**config.mk**
```make
export PLATFORM = sky130hd
export DESIGN_NAME = fb_muldiv
export DESIGN_NICKNAME = d
export VERILOG_FILES = /design/src/rtl/fb_muldiv_pkg.sv /design/src/rtl/fb_cond_neg.sv /design/src/rtl/fb_muldiv.sv
export SDC_FILE = /design/constraint.sdc
export NUM_CORES = 1
export LEC_CHECK = 0
export BUFFER_PORTS_ARGS = -buffer_cell sky130_fd_sc_hd__buf_2
export CAP_MARGIN = 20
export CORE_ASPECT_RATIO = 1.5
export CORE_MARGIN = 2
export CORE_UTILIZATION = 39
export CTS_CLUSTER_DIAMETER = 80
export DETAILED_ROUTE_END_ITERATION = 8
export PLACE_DENSITY_LB_ADDON = 0.1
export SLEW_MARGIN = 20
export SYNTH_ARGS = -nofsm -noshare
export SYNTH_HDL_FRONTEND = slang
export SYNTH_SLANG_ARGS = --single-unit
export TNS_END_PERCENT = 20
```
**constraint.sdc**
```tcl
create_clock -name clk -period 13.65 [get_ports clk]
set_input_delay 0.6825 -clock clk [delete_from_list [all_inputs] [get_ports clk]]
set_output_delay 0.6825 -clock clk [all_outputs]
set_load 0.02 [all_outputs]
```
**src/rtl/fb_muldiv_pkg.sv**
```systemverilog
// Shared widths, M-extension op bit positions, FSM states and the latched
// per-op control word for the iterative multiply/divide unit.
package fb_muldiv_pkg;

  localparam int unsigned XLEN  = 32;
  localparam int unsigned CNT_W = 5;

  // Bit positions inside md_op = {mul,mulh,mulhsu,mulhu,div,divu,rem,remu}
  localparam int unsigned MD_MUL    = 7;
  localparam int unsigned MD_MULH   = 6;
  localparam int unsigned MD_MULHSU = 5;
  localparam int unsigned MD_MULHU  = 4;
  localparam int unsigned MD_DIV    = 3;
  localparam int unsigned MD_DIVU   = 2;
  localparam int unsigned MD_REM    = 1;
  localparam int unsigned MD_REMU   = 0;

  typedef enum logic [1:0] {
    MD_IDLE = 2'd0,
    MD_CALC = 2'd1,
    MD_DONE = 2'd2
  } md_state_e;

  typedef struct packed {
    logic is_mul;  // multiply family, else divide family
    logic is_rem;  // remainder result wanted
    logic mul_lo;  // return low half of the product
    logic neg;     // negate the final result
  } md_ctl_t;

endpackage

```
**src/rtl/fb_cond_neg.sv**
```systemverilog
// Conditional two's-complement negate: used for operand magnitudes and
// for the final sign fix-up of products, quotients and remainders.
module fb_cond_neg #(
  parameter int unsigned W = 32
) (
  input  logic         i_neg,
  input  logic [W-1:0] i_in,
  output logic [W-1:0] o_out
);

  assign o_out = i_neg ? (~i_in + W'(1)) : i_in;

endmodule

```
**src/rtl/fb_muldiv.sv**
```systemverilog
// Iterative RV32M multiply/divide: 32-step shift-add multiply or restoring
// divide over a shared 64-bit accumulator; divide special cases finish early.
module fb_muldiv
  import fb_muldiv_pkg::*;
(
  input  logic            clk,
  input  logic            rst,
  input  logic            md_start,
  input  logic [7:0]      md_op,
  input  logic [XLEN-1:0] md_src1,
  input  logic [XLEN-1:0] md_src2,
  input  logic            md_flush,
  output logic            md_busy,
  output logic            md_valid,
  output logic [XLEN-1:0] md_result
);

  md_state_e         r_state, w_state_nxt;
  logic [CNT_W-1:0]  r_cnt, w_cnt_nxt;
  logic [2*XLEN-1:0] r_acc, w_acc_nxt, w_step, w_prod_fix;
  logic [XLEN-1:0]   r_opb, w_opb_nxt;
  logic [XLEN-1:0]   r_result, w_result_nxt;
  md_ctl_t           r_ctl, w_ctl_nxt;

  logic [XLEN-1:0]   w_abs1, w_abs2, w_div_sel, w_div_fix, w_final, w_rem_sub;
  logic [XLEN:0]     w_mul_sum, w_rem_shift;
  logic              w_rem_ge;
  logic              w_onehot, w_accept, w_in_mul, w_in_rem;
  logic              w_sign1, w_sign2, w_neg_res, w_div_zero, w_ovf;

  // Accept-time decode of the incoming request
  assign w_onehot   = (md_op != 8'd0) && ((md_op & (md_op - 8'd1)) == 8'd0);
  assign w_accept   = (r_state == MD_IDLE) && md_start && w_onehot && !md_flush;
  assign w_in_mul   = |md_op[MD_MUL:MD_MULHU];
  assign w_in_rem   = md_op[MD_REM] | md_op[MD_REMU];
  assign w_sign1    = (md_op[MD_MULH] | md_op[MD_MULHSU] | md_op[MD_DIV] | md_op[MD_REM])
                      & md_src1[XLEN-1];
  assign w_sign2    = (md_op[MD_MULH] | md_op[MD_DIV] | md_op[MD_REM]) & md_src2[XLEN-1];
  assign w_neg_res  = w_in_rem ? w_sign1 : (w_sign1 ^ w_sign2);
  assign w_div_zero = !w_in_mul && (md_src2 == '0);
  assign w_ovf      = (md_op[MD_DIV] | md_op[MD_REM])
                      && (md_src1 == {1'b1, {(XLEN-1){1'b0}}}) && (md_src2 == '1);

  fb_cond_neg #(.W(XLEN)) u_abs1 (.i_neg(w_sign1), .i_in(md_src1), .o_out(w_abs1));
  fb_cond_neg #(.W(XLEN)) u_abs2 (.i_neg(w_sign2), .i_in(md_src2), .o_out(w_abs2));

  // One iteration: multiply adds on multiplier LSB; divide restores on borrow
  assign w_mul_sum   = {1'b0, r_acc[2*XLEN-1:XLEN]} + (r_acc[0] ? {1'b0, r_opb} : '0);
  assign w_rem_shift = r_acc[2*XLEN-1:XLEN-1];
  assign w_rem_ge    = w_rem_shift >= {1'b0, r_opb};
  assign w_rem_sub   = w_rem_shift[XLEN-1:0] - r_opb;

  always_comb begin
    if (r_ctl.is_mul) begin
      w_step = {w_mul_sum, r_acc[XLEN-1:1]};
    end else if (w_rem_ge) begin
      w_step = {w_rem_sub, r_acc[XLEN-2:0], 1'b1};
    end else begin
      w_step = {w_rem_shift[XLEN-1:0], r_acc[XLEN-2:0], 1'b0};
    end
  end

  // Sign fix-up applied to the result of the final step
  fb_cond_neg #(.W(2*XLEN)) u_fix_prod (.i_neg(r_ctl.neg), .i_in(w_step), .o_out(w_prod_fix));

  assign w_div_sel = r_ctl.is_rem ? w_step[2*XLEN-1:XLEN] : w_step[XLEN-1:0];

  fb_cond_neg #(.W(XLEN)) u_fix_div (.i_neg(r_ctl.neg), .i_in(w_div_sel), .o_out(w_div_fix));

  assign w_final = !r_ctl.is_mul ? w_div_fix
                 : (r_ctl.mul_lo ? w_prod_fix[XLEN-1:0] : w_prod_fix[2*XLEN-1:XLEN]);

  // Next-state and datapath update
  always_comb begin
    w_state_nxt  = r_state;
    w_cnt_nxt    = r_cnt;
    w_acc_nxt    = r_acc;
    w_opb_nxt    = r_opb;
    w_ctl_nxt    = r_ctl;
    w_result_nxt = r_result;
    unique case (r_state)
      MD_IDLE: begin
        if (w_accept) begin
          w_ctl_nxt = '{is_mul: w_in_mul, is_rem: w_in_rem, mul_lo: md_op[MD_MUL], neg: w_neg_res};
          w_cnt_nxt = CNT_W'(XLEN - 1);
          if (w_div_zero) begin
            w_state_nxt  = MD_DONE;
            w_result_nxt = w_in_rem ? md_src1 : '1;
          end else if (w_ovf) begin
            w_state_nxt  = MD_DONE;
            w_result_nxt = w_in_rem ? '0 : {1'b1, {(XLEN-1){1'b0}}};
          end else begin
            w_state_nxt = MD_CALC;
            w_acc_nxt   = {{XLEN{1'b0}}, (w_in_mul ? w_abs2 : w_abs1)};
            w_opb_nxt   = w_in_mul ? w_abs1 : w_abs2;
          end
        end
      end
      MD_CALC: begin
        w_acc_nxt = w_step;
        if (r_cnt == '0) begin
          w_state_nxt  = MD_DONE;
          w_result_nxt = w_final;
        end else begin
          w_cnt_nxt = r_cnt - CNT_W'(1);
        end
      end
      MD_DONE: w_state_nxt = MD_IDLE;
      default: w_state_nxt = MD_IDLE;
    endcase
    // A flush kills whatever is in flight and leaves the last result alone
    if (md_flush) begin
      w_state_nxt  = MD_IDLE;
      w_result_nxt = r_result;
    end
  end

  always_ff @(posedge clk or posedge rst) begin
    if (rst) begin
      r_state  <= MD_IDLE;
      r_cnt    <= '0;
      r_acc    <= '0;
      r_opb    <= '0;
      r_ctl    <= '0;
      r_result <= '0;
    end else begin
      r_state  <= w_state_nxt;
      r_cnt    <= w_cnt_nxt;
      r_acc    <= w_acc_nxt;
      r_opb    <= w_opb_nxt;
      r_ctl    <= w_ctl_nxt;
      r_result <= w_result_nxt;
    end
  end

  assign md_busy   = (r_state != MD_IDLE);
  assign md_valid  = (r_state == MD_DONE) && !md_flush;
  assign md_result = r_result;

endmodule

```
==> results.md, run 1 <==
- Status: finished clean
- I/O Buffers: 109
- TritonCTS clock tree: built
- Worst setup path startpoint: r_acc[43]
- CTS Buf Count: 17
- Prevailing post-synth register cell: dfrtp_1
- Max Clock Skew: 0.01595 ns
- Final setup violation count: 0
- H-tree depth: 4
- Syn nets: 2570
- Hpwl dp: 59650 um
- WS Path Type: flop to flop
- Starting Density: 39.38%
- Site Rows: 94
- All-Layer GR Usage: 33.41%
- DRC: 0
- WL final: 77070 um
- # IOs: 110
- EDFF count, synth: 0
- Required time of the critical path: 14.04 ns
- Setup Fix Bufs, Post-CTS: 0
- Hold Crit Class: input port to asynchronous set/reset pin
- Met3 Resource Use GR: 2.933%
- Post-cts hold buffer count: 0
- Final Cycle Share: 45.23%
- 1st-iter DRT viols: 1627
- Most numerous cell in the Yosys netlist: nand2_1
- DR vias: 19040
- Vias in the first global route: 18450
- RSZ-0062 raised after global routing: no
- Period minus WS final: 6.174 ns
- Share of cells above drive strength 1: 11.04%
- Async S/R FF share, synth: 100.0%
- Synth warn: 0
- Top cells by count, synth: 298 x nand2_1, 247 x o21ai_0, 243 x a21oi_1, 220 x nor2_1, 139 x dfrtp_1
- CORE AREA: 43750 um2
- Largest cells by area after synthesis: dfrtp_1 20%, o21ai_0 7.2%, a21oi_1 7.1%
- Total power draw: 3.856 mW
- R2r startpoint: r_acc[43]
- Routed vias/inst: 6.298
- Antenna-violating nets left: 0
- Clock transition at the registers of the reported paths: 0.07 ns
- Synthesis-to-layout area growth: 8.948%
- Worst slew margin: 32.23%
- First-pass GRT wire length: 115600 um
- Seq cells post-synth: 139
- Pre-antenna DRT Iters: 6
- Achievable clock frequency: 0.1620 GHz
- Syn Area/Cell: 7.116 um2
- Post-CTS Resized: 0
- Die height: 261.4 um
- Cell count after synthesis: 2421
- Sequential element share of the synthesized area: 20.19%
- Clock Path Buffers: 2
- Grt ovf: 0
- Synth cell types: 102
- GRT met1 Usage: 41.44%
- NumNets Final: 2583
- Final Max Slew Viols: 0
- Yosys top cell area share: 20.19%
- Die Wd: 175.6 um
- Gpl congestion: 0.9580
- Static Leak: 7.851 nW
- Crit path DAT: 6.57 ns
- Area leader, netlist: dfrtp_1
- Pwr dens: 205.4 nW/um2
- Setup TNS: 0 ns
- Largest net degree at the start of global routing: 91
- Root Buffer: clkbuf_16
- Type of origin of the critical path: flop
- Total of max-cap violations: 0
- Slew @ Worst Pin: 1.017 ns
- Gr busiest metal: met2
- Final hold vios: 0
- WL per Instance: 25.49 um
- Antenna violations before repair: 3
- Grt met2 use: 56.30%
- Worst-path maximum fanout: 34
- Max rail drop VDD: 108.7 uV
- DIE AREA: 45900 um2
- CP endpoint kind: flop
- Clock sinks: 139
- Skew-Pair Late Insertion Delay: 0.46 ns
- Syn Std Cell Area: 17230 um2
==> path summary, 6_finish.rpt <==
path,endpoint,slack [ns],cells after the start
setup / recovery,md_result[26],7.48,20
hold / removal,r_acc[26],0.37,2
setup reg to reg,md_result[26],7.48,20
hold reg to reg,md_result[26],0.47,1
max in group asynchronous,r_acc[0],11.82,3
min in group clk,r_state[0],0.44,2
==> through the flow <==
stage	util (%)	instance area (um2)	setup WS [ns]	hold slack, ns	cells
2_1_floorplan	-	17230	8.946	0.4632	2421
3_3_place_gp	41.59	18200	7.548	0.4572	2990
3_5_place_dp	41.60	18200	7.487	0.4609	2990
4_1_cts	42.88	18760	7.433	0.4167	3021
5_1_grt	42.89	18770	7.201	0.4417	3022
6_report	42.90	18770	7.476	0.3661	3023
==> kinds of logic (layout without fill, tap and decap cells) <==
kind of cell	after synthesis	count (layout)	share of synthesized area, %
flops	139	139	20.19
mux	68	68	4.336
compound gates	857	857	31.71
simple gates	894	894	25.03
xor+xnor	152	152	7.728
fa+ha+maj	74	74	5.447
buf+inv	237	262	5.556
other cells	0	1	0
==> layout make-up <==
type	count	area, um2
clock buffer	19	432.9
sequential	139	3487
multi-input combinational	2045	12830
tap	576	720.7
fill	4723	24980
clock inverter	12	127.6
timing repair buffer	153	873.3
inverter	78	297.8
antenna	1	2.502
==> where the power goes <==
group | switching (mW) | internal, mW
Sequential | 0.165 | 0.514
Clock | 0.212 | 0.267
Combinational | 1.78 | 0.920
Total | 2.15 | 1.70
==> worst max-delay path: stages, from the launching register on <==
cell,delay [ns]
dfrtp_1,0.43
ha_1,0.44
a21oi_1,0.34
o21ai_1,0.21
a221oi_2,0.51
a21oi_2,0.18
a21boi_4,0.17
buf_4,0.40
o21ai_0,0.33
inv_1,0.15
ha_1,0.29
nand4_1,0.28
nor2_1,0.17
nand2_1,0.15
inv_1,0.13
and3_1,0.27
nand4_1,0.43
o31ai_1,0.62
xnor2_1,0.14
a221oi_1,0.32
a21o_1,0.11
==> placed cells by master, fill, tap and decap left out, types with 9 or more instances in the layout <==
cell type,synthesis,routed
nand2_1,298,298
o21ai_0,247,246
a21oi_1,243,242
nor2_1,220,218
dfrtp_1,139,134
buf_2,23,110
xnor2_1,93,93
inv_1,76,75
ha_1,71,71
xor2_1,59,59
nor3_1,59,59
nand3_1,54,54
and2_1,51,51
buf_4,4,43
mux2i_1,42,42
nand4_1,40,40
a31oi_1,37,37
a211oi_1,36,36
o211ai_1,32,32
a21o_1,28,27
nor4_1,28,27
o31ai_1,27,27
or3_1,26,26
mux2_2,23,23
and3_1,21,21
nand2b_1,20,20
o21a_1,18,18
a22o_1,17,17
clkbuf_16,0,17
o221ai_1,16,16
and4_1,11,11
or4_1,12,11
o41ai_1,11,11
nor2b_1,10,10
or2_2,10,10
o2111ai_1,9,9
o311ai_0,10,9
==> registers in the layout (all words and copies together) (netlist names) <==
register and count:
md_result 32, r_acc 64, r_cnt 5, r_ctl 4, r_opb 32, r_state 2
==> layer usage <==
metal / part of all wire, % / vias up
li1: - / 8957
met1: 41 / 9064
met2: 47 / 828
met3: 6.0 / 191
met4: 6.6 / 0
met5: 0 / -
No activity file was read; power rests on OpenSTA's default activity.
==> run 2, diff against run 1 <==
==> constraint.sdc (replaced) <==
create_clock -name clk -period 6 [get_ports clk]
set_input_delay 0.3 -clock clk [delete_from_list [all_inputs] [get_ports clk]]
set_output_delay 0.3 -clock clk [all_outputs]
set_load 0.02 [all_outputs]
==> run 2 against run 1 <==
  * The flow now finishes with violations (negative hold slack)
  * Clock power rose by 140%
  * Clock skew rose by 0.0017 ns
  * Sequential cell count did not move
  * Critical path depth fell by 3
==> results.md, run 2 (synthesis gave the netlist of run 1 again) <==
- Status: complete, but fails checks
- Failing checks: negative hold slack
- Worst setup path startpoint: r_acc[49]
- Total power draw: 9.016 mW
- # IOs: 110
- CP endpoint kind: flop
- Worst setup path end: md_result[16]
- DIE AREA: 45900 um2
- Reg2reg setup slack: 0.35 ns
- Hpwl dp: 61800 um
- WP buf/inv: 1
- Grt ovf: 0
- DRC: 0
- CP cell instances: ha_1 > a21oi_1 > o21bai_4 > a221oi_2 > and3_4 > a21boi_4 > o211ai_1 > and2_1 > a21oi_1 > ha_1 > nand4_1 > nor4_2 > buf_4 > a211oi_1 > a31o_2 > a211oi_1 > o21ai_0
- Largest net degree at the start of global routing: 91
- 1st-iter DRT viols: 1545
- Final Cycle Share: 94.23%
- R2R depth: 17
- Max reg flops: 64
- Type of origin of the critical path: flop
- CTS Buf Count: 17
- Final hold vios: 12
- Top reg by flops: r_acc
- NumNets Final: 2619
- WS Path Type: flop to flop
- CORE AREA: 43750 um2
- Site Rows: 94
- Max Clock Skew: 0.01763 ns
- I/O Buffers: 109
- Slew @ Worst Pin: 1.047 ns
- CP max stage delay: 0.47 ns
- Period minus WS final: 5.654 ns
- Synthesis-to-layout area growth: 11.02%
- Final Max Slew Viols: 0
- Die height: 261.4 um
- Antenna-violating nets left: 0
- Layout Utilization: 43.71%
- Pwr dens: 471.4 nW/um2
- Achievable clock frequency: 0.1769 GHz
- Hold Crit Class: input port to asynchronous set/reset pin
- CP Depth: 17
- Setup Fix Bufs, Post-CTS: 0
- Antenna violations before repair: 2
- Clock transition at the registers of the reported paths: 0.07 ns
- Pre-antenna DRT Iters: 5
- Routed vias/inst: 6.261
- All-Layer GR Usage: 33.83%
- Worst slew margin: 30.20%
- Clock Path Buffers: 2
- Total of max-cap violations: 0
- Worst r2r dst: md_result[16]
- TritonCTS clock tree: built
- Layout Cells excl Fill: 3061
- DR vias: 19160
- Most common cell after layout, fill and taps aside: nand2_1
- Slowest stage cell, crit path: a21boi_4
- Root Buffer: clkbuf_16
- Gpl congestion: 0.9699
- Setup TNS: 0 ns
- H-tree depth: 4
- Worst hold slack: -0.02144 ns
- Placed Cells: 3026
- First-pass GRT wire length: 116400 um
- Post-CTS Resized: 0
- Die Wd: 175.6 um
- Static Leak: 8.059 nW
- WL final: 79000 um
- Required time of the critical path: 6.31 ns
- Starting Density: 39.38%
- Skew-Pair Late Insertion Delay: 0.45 ns
- Max rail drop VDD: 219.3 uV
- Worst-path maximum fanout: 13
- Crit-path leading delay family: compound AO/OA/AOI/OAI gates
- Crit path DAT: 5.96 ns
- R2r startpoint: r_acc[49]
- RSZ-0062 raised after global routing: no
- Commonest cells after routing, fill and taps aside: 298 x nand2_1, 246 x o21ai_0, 242 x a21oi_1
- Post-cts hold buffer count: 0
- Share of cells above drive strength 1: 12.36%
- WL per Instance: 25.81 um
- Final setup violation count: 0
- Clock sinks: 139
- Vias in the first global route: 18370
run 2: cell count changes in the layout (fill, tap and decap cells not counted), sizes merged:
cell      previous run  this run
buf                153       188
clkinv              10         6
clkinvlp             1         3
inv                 77        79
a21boi               7         8
bufinv               2         3
diode                1         2
run 2: power breakdown:
part | total, mW | internal, mW | switching, mW | leakage, nW
logic | 6.30 | 2.21 | 4.09 | 6.00
clock network | 1.16 | 0.668 | 0.489 | 0.290
registers | 1.56 | 1.17 | 0.389 | 1.77
total | 9.02 | 4.05 | 4.96 | 8.06
run 2: worst min-delay path by stage:
stage / endpoint / slack (ns) / startpoint / cells past startpoint
floorplan: r_state[0] / 0.37 / md_flush / 1
global placement: md_result[13] / 0.45 / md_result[13] / 2
detailed placement: md_result[13] / 0.45 / md_result[13] / 2
CTS: md_result[1] / 0.006 / rst / 2
global route: md_result[0] / 0.05 / rst / 2
finish: md_result[0] / -0.02 / rst / 2
run 2: final cells by class:
type | instances | area (um2)
Antenna cell | 2 | 5.005
Clock inverter | 13 | 166.4
Inverter | 78 | 297.8
Tap cell | 576 | 720.7
Clock buffer | 19 | 442.9
Multi-Input combinational cell | 2046 | 12830
Fill cell | 4736 | 24630
Sequential cell | 139 | 3486
Timing Repair Buffer | 188 | 1176
run 2: worst reg2reg max path, cell delays in order (launching register included):
cell and delay [ns]:
dfrtp_1 0.46, ha_1 0.43, a21oi_1 0.37, o21bai_4 0.11
a221oi_2 0.41, and3_4 0.29, a21boi_4 0.47, o211ai_1 0.39
and2_1 0.28, a21oi_1 0.24, ha_1 0.28, nand4_1 0.29
nor4_2 0.34, buf_4 0.20, a211oi_1 0.08, a31o_2 0.23
a211oi_1 0.47, o21ai_0 0.18
run 2: per-layer routing:
metal	vias to the layer above	wire length [um]	GRT usage, %
met2	740	37520	57.71
met1	9186	32860	42.47
met4	0	4590	17.65
met3	172	4022	3.078
met5	-	0	0
li1	9066	-	-
run 2: metrics by stage:
step / setup slack, ns / cell area, um2
after floorplan: 1.296 / 17230
final: 0.3465 / 19130
after global placement: 0.2796 / 18500
after CTS: 0.2579 / 19110
after global routing: 0.009230 / 19120
after detailed placement: 0.3122 / 18500
